### config.mk
export PLATFORM = sky130hd
export DESIGN_NAME = decode_stage_buf
export DESIGN_NICKNAME = d
export VERILOG_FILES = /design/src/rtl/decode_stage_buf.sv
export SDC_FILE = /design/constraint.sdc
export NUM_CORES = 1
export LEC_CHECK = 0
export CORE_ASPECT_RATIO = 1.25
export CORE_MARGIN = 1
export CORE_UTILIZATION = 50
export CTS_CLUSTER_DIAMETER = 200
export DETAILED_ROUTE_END_ITERATION = 16
export DONT_BUFFER_PORTS = 1
export HOLD_SLACK_MARGIN = 0.15
export SKIP_LAST_GASP = 1
export SLEW_MARGIN = 25
export SYNTH_ARGS = -nofsm -noshare
export SYNTH_HDL_FRONTEND = slang
export SYNTH_SLANG_ARGS = --single-unit
### constraint.sdc
create_clock -name clk -period 3.4 [get_ports clk]
set_input_delay 0.68 -clock clk [delete_from_list [all_inputs] [get_ports clk]]
set_output_delay 0.68 -clock clk [all_outputs]
set_load 0.1 [all_outputs]
### src/rtl/decode_stage_buf.sv
// decode_stage_buf: decode + DEPTH-entry record FIFO; `DECODE_STATS_EN adds push/illegal counters
module decode_stage_buf #(
  parameter int DEPTH = 2,
  parameter int DW    = 32,
  parameter int PC_W  = 32,
  parameter int CNT_W = 16
) (
  input  logic                       clk,
  input  logic                       rst_n,
  input  logic                       flush_i,
  input  logic                       in_valid_i,
  output logic                       in_ready_o,
  input  logic [31:0]                instr_i,
  input  logic [PC_W-1:0]            pc_i,
  output logic                       out_valid_o,
  input  logic                       out_ready_i,
  output logic [PC_W-1:0]            pc_o,
  output logic [2:0]                 class_o,
  output logic [4:0]                 opcode_o,
  output logic [4:0]                 rd_o,
  output logic [4:0]                 rs1_o,
  output logic [4:0]                 rs2_o,
  output logic [DW-1:0]              imm_o,
  output logic                       rd_we_o,
  output logic                       rs1_used_o,
  output logic                       rs2_used_o,
  output logic                       illegal_o,
  output logic [$clog2(DEPTH):0]     occ_o,
  output logic [CNT_W-1:0]           dec_cnt_o,
  output logic [CNT_W-1:0]           ill_cnt_o
);
  localparam int AW = $clog2(DEPTH);
  typedef struct packed {
    logic [2:0]    cls;
    logic [4:0]    op;
    logic [DW-1:0] imm;
    logic [2:0]    use_f;
    logic          ill;
  } dec_t;
  function automatic dec_t decode(input logic [31:0] in);
    dec_t d;
    d.cls = in[31:29];
    d.op  = in[28:24];
    d.ill = (d.cls == 3'd7) ||
            (d.cls <= 3'd1 && d.op > 5'd8) ||
            ((d.cls == 3'd5 || d.cls == 3'd6) && d.op > 5'd3);
    d.imm = (d.ill || d.cls == 3'd0) ? '0 :
            d.cls == 3'd5 ? DW'($signed(in[18:0])) :
            d.cls == 3'd6 ? DW'(in[23:0]) :
                            DW'($signed(in[13:0]));
    d.use_f = d.ill          ? 3'b000 :
              d.cls == 3'd0  ? 3'b111 :
              d.cls <= 3'd2  ? 3'b110 :
              d.cls <= 3'd4  ? 3'b011 :
              d.cls == 3'd5  ? 3'b100 : 3'b000;
    return d;
  endfunction
  // Raw instructions are stored; the head entry is decoded on the way out.
  logic [31:0]     instr_mem [DEPTH];
  logic [PC_W-1:0] pc_mem    [DEPTH];
  logic [AW-1:0]   wp_q, wp_d, rp_q, rp_d;
  logic [AW:0]     occ_q, occ_d;
  logic            push, pop;
  dec_t            head;
  assign in_ready_o  = (occ_q < (AW+1)'(DEPTH)) && !flush_i;
  assign out_valid_o = occ_q != '0;
  assign push        = in_valid_i && in_ready_o;
  assign pop         = out_valid_o && out_ready_i && !flush_i;
  always_comb begin
    wp_d  = flush_i ? '0 : wp_q + AW'(push);
    rp_d  = flush_i ? '0 : rp_q + AW'(pop);
    occ_d = flush_i ? '0 : occ_q + (AW+1)'(push) - (AW+1)'(pop);
  end
  always_ff @(posedge clk or negedge rst_n) begin
    if (!rst_n) begin
      wp_q  <= '0;
      rp_q  <= '0;
      occ_q <= '0;
    end else begin
      wp_q  <= wp_d;
      rp_q  <= rp_d;
      occ_q <= occ_d;
    end
  end
  always_ff @(posedge clk) begin
    if (push) begin
      instr_mem[wp_q] <= instr_i;
      pc_mem[wp_q]    <= pc_i;
    end
  end
  assign head       = decode(instr_mem[rp_q]);
  assign pc_o       = pc_mem[rp_q];
  assign class_o    = head.cls;
  assign opcode_o   = head.op;
  assign rd_o       = instr_mem[rp_q][23:19];
  assign rs1_o      = instr_mem[rp_q][18:14];
  assign rs2_o      = instr_mem[rp_q][13:9];
  assign imm_o      = head.imm;
  assign rd_we_o    = head.use_f[2];
  assign rs1_used_o = head.use_f[1];
  assign rs2_used_o = head.use_f[0];
  assign illegal_o  = head.ill;
  assign occ_o      = occ_q;
`ifdef DECODE_STATS_EN
  logic [CNT_W-1:0] dec_cnt_q, dec_cnt_d, ill_cnt_q, ill_cnt_d;
  always_comb begin
    dec_cnt_d = (push && !(&dec_cnt_q)) ? dec_cnt_q + 1'b1 : dec_cnt_q;
    ill_cnt_d = (push && decode(instr_i).ill && !(&ill_cnt_q)) ? ill_cnt_q + 1'b1 : ill_cnt_q;
  end
  always_ff @(posedge clk or negedge rst_n) begin
    if (!rst_n) begin
      dec_cnt_q <= '0;
      ill_cnt_q <= '0;
    end else begin
      dec_cnt_q <= dec_cnt_d;
      ill_cnt_q <= ill_cnt_d;
    end
  end
  assign dec_cnt_o = dec_cnt_q;
  assign ill_cnt_o = ill_cnt_q;
`else
  assign dec_cnt_o = '0;
  assign ill_cnt_o = '0;
`endif
endmodule

==> metrics <==
Max stage delay on crit path ~0.52 ns; H-tree levels 4; DIE HEIGHT 120.6 um; EDFF count, synth 128; vias per cell 5.412; wirelength, routed between 10 and 15 mm; Placer Congestion 0.8078; WS Path Type flop to output pin; CTS tree done; Final ANT Viol Nets 0; CTS buffer count 17; Hold Path End wp_q$_DFF_PN0_; worst ir drop on vdd 0.6955 mV; clk sinks 132; utilization after layout 0.7087; number of synthesized register bits 132; register area share after synthesis 0.7012; final setup vio count 0; layout cells sized above 1 0.4725; crit path cell chain buf_4 > or4b_1 > nand3_1 > o22ai_4 > buf_4 > nor3_4 > clkbuf_16; most used routing layer met2; hold depth 1; first-pass GRT wire length 16.24 mm; Hold Crit Start flush_i; Syn Area/Cell roughly 16 um2; initial antenna violation count 0; Area Overhead vs Synth 35.75%; pwr dens 961.8 nW/um2; Layout Nets 496; Ports 196; Total GRT Usage 0.1895; clock skew 0.007872 ns; Ys Warns 0; Post-synth ARST share 0.03030; drt first pass iters 4; GRT overflow 0; Worst setup SP type flop; Die ar. 11680 um2; Initial Util 0.5221; GRT met2 Usage 0.3209; Static Leak about 2.7 nW; max-slew violation count 0; crit path time final 3.361 ns; max_slew headroom 0.3340; worst-skew pair later-pin latency roughly 0.42 ns; cell repeated most along the worst path buf_4; Crit. End Element output pin; Worst R2R Start occ_o[0]$_DFF_PN0_; Worst Max-Slew Pin Slew 0.9989 ns; Worst Hold Slack 0.3265 ns; die width 96.86 um; Wirelength per Cell around 19 um; outcome complete, no violations; M1 GR Usage 0.2010; crit path DAT roughly 2.7 ns; vias in the first global route 3061; part of the cycle the worst path needs 0.9886; final hold vios 0; drt drc 0; total number of vias 3074; Syn Inst Count 346; Final HPWL DP 7.335 mm; pin count of the biggest net entering global routing 39; Reg2Reg Setup Slack 1.21 ns; clock transition at the registers of the reported paths around 0.06 ns; path type of the worst min-delay path input pin to flop; worst r2r path cells 8; worst path required time between 2 and 3 ns; Max-cap violations 0; R2R Path End occ_o[1]$_DFF_PN0_; CTS root buf clkbuf_16; Buffers on Ports 0; unrepaired setup endpoints after global routing yes; Rows 42; core area 10770 um2; crit path max fanout 9; Main synth FF type edfxtp_1; Max Freq 297.5 MHz; met3 GRT Util 0.08671; Setup TNS Final 0 ns; mapped cell area 5624 um2; post-synth cell types 38; clk buf depth 2; CP max-delay cell dfrtp_4; Antenna diodes 0; Starting DRT DRC Count 88
==> where the power goes <==
group,switching (mW),internal [mW]
sequential,0.0560,1.89
combinational,2.59,0.920
clock,0.706,1.17
==> sequential cells by signal, summed over array words and instances (netlist names) <==
register / flops
wp_q: 1
occ_o: 2
rp_q: 1
pc_mem: 64
instr_mem: 64
==> logic make-up after synthesis <==
logic type	count (synthesis)	synth area share
flip-flops	132	0.7012
multiplexers	65	0.1297
buffers and inverters	60	0.07297
AND/OR/NAND/NOR	53	0.04761
AO/OA/AOI/OAI	26	0.03092
adder cells (fa/ha/maj)	5	0.01068
XOR/XNOR	4	0.006230
other	1	0.0006668
==> placed cells by master, fill, tap and decap left out, types with 2 or more instances in the layout <==
| cell | n |
|---|---|
| ha_4 | 2 |
| xor2_1 | 2 |
| nand2_1 | 6 |
| inv_1 | 4 |
| nor3b_4 | 4 |
| or2_2 | 2 |
| nor3_4 | 16 |
| mux2i_4 | 2 |
| clkinv_4 | 2 |
| inv_8 | 2 |
| a211oi_4 | 5 |
| bufinv_16 | 3 |
| buf_12 | 32 |
| nor3_1 | 8 |
| clkinvlp_4 | 4 |
| ha_1 | 2 |
| buf_16 | 3 |
| nor2_1 | 9 |
| clkbuf_16 | 18 |
| a21oi_1 | 3 |
| edfxtp_1 | 128 |
| buf_4 | 40 |
| conb_1 | 32 |
| a21oi_2 | 3 |
| mux2i_1 | 12 |
| mux2_2 | 50 |
| nand3_1 | 3 |
| o21ai_0 | 5 |
| inv_6 | 6 |
| dfrtp_1 | 3 |
==> stage by stage <==
stage	total power [mW]	setup slack (ns)	instance area [um2]	std cells
final	7.343	0.03890	7635	568
after detailed placement	5.398	0.2840	6823	519
after global routing	7.547	-0.07081	7635	568
after CTS	7.367	-0.03393	7562	560
after floorplan	4.736	-0.2334	6103	377
after global placement	5.381	0.3387	6823	519
==> worst max-delay path: cells and delay by family (launching register included) <==
family                 cells  cell delay [ns]
buffers and inverters      3             0.82
DFF                        1             0.52
and+or+nand+nor            3             0.82
AOI/OAI and AO/OA          1             0.08
==> routing by layer <==
layer / share of wire / vias to the layer above
met5: 0 / -
met4: 0.018 / 0
met3: 0.088 / 19
met2: 0.53 / 149
met1: 0.37 / 1504
li1: - / 1402
==> cell usage after synthesis, types with 2 or more instances <==
cell,number,share of area
buf_6,3,0.0060
nor2_1,10,0.0067
dfrtp_1,4,0.018
a21oi_1,7,0.0062
edfxtp_1,128,0.68
inv_1,5,0.0033
buf_4,41,0.055
nand3_1,3,0.0027
nor3b_1,4,0.0053
or2_2,2,0.0022
nor3_1,24,0.021
mux2i_1,13,0.023
xnor2_1,2,0.0031
nand2_1,6,0.0040
a211oi_1,6,0.0080
mux2_2,50,0.10
ha_1,4,0.0089
xor2_1,2,0.0031
inv_2,2,0.0013
buf_2,7,0.0062
o21ai_0,6,0.0053
==> cell type report <==
class	count	area, um2
clock buffer	17	425.4
sequential	132	3948
timing repair buffer	79	1085
tap	132	165.2
fill	674	3138
inverter	8	46.29
multi-input combinational	185	1773
clock inverter	15	192.7
==> how the worst max path moves through the flow <==
| stage | startpoint | endpoint | depth (start not counted) |
|---|---|---|---|
| 2_1_floorplan | rp_q$_DFF_PN0_ | imm_o[25] | 7 |
| 3_3_place_gp | rp_q$_DFF_PN0_ | imm_o[2] | 7 |
| 3_5_place_dp | rp_q$_DFF_PN0_ | imm_o[22] | 7 |
| 4_1_cts | rp_q$_DFF_PN0_ | illegal_o | 8 |
| 5_1_grt | rp_q$_DFF_PN0_ | imm_o[28] | 7 |
| 6_report | rp_q$_DFF_PN0_ | imm_o[30] | 7 |
==> what timing repair did <==
item | CTS | global route
resized for setup | 4 | 4
hold endpoints to repair | 4 | 0
setup buffers | 7 | 8
gates cloned | 1 | 0
hold buffers | 1 | 0
endpoints found under the setup margin | 24 | 32
pin swaps | 2 | 1
(Power assumes the default switching activity.)
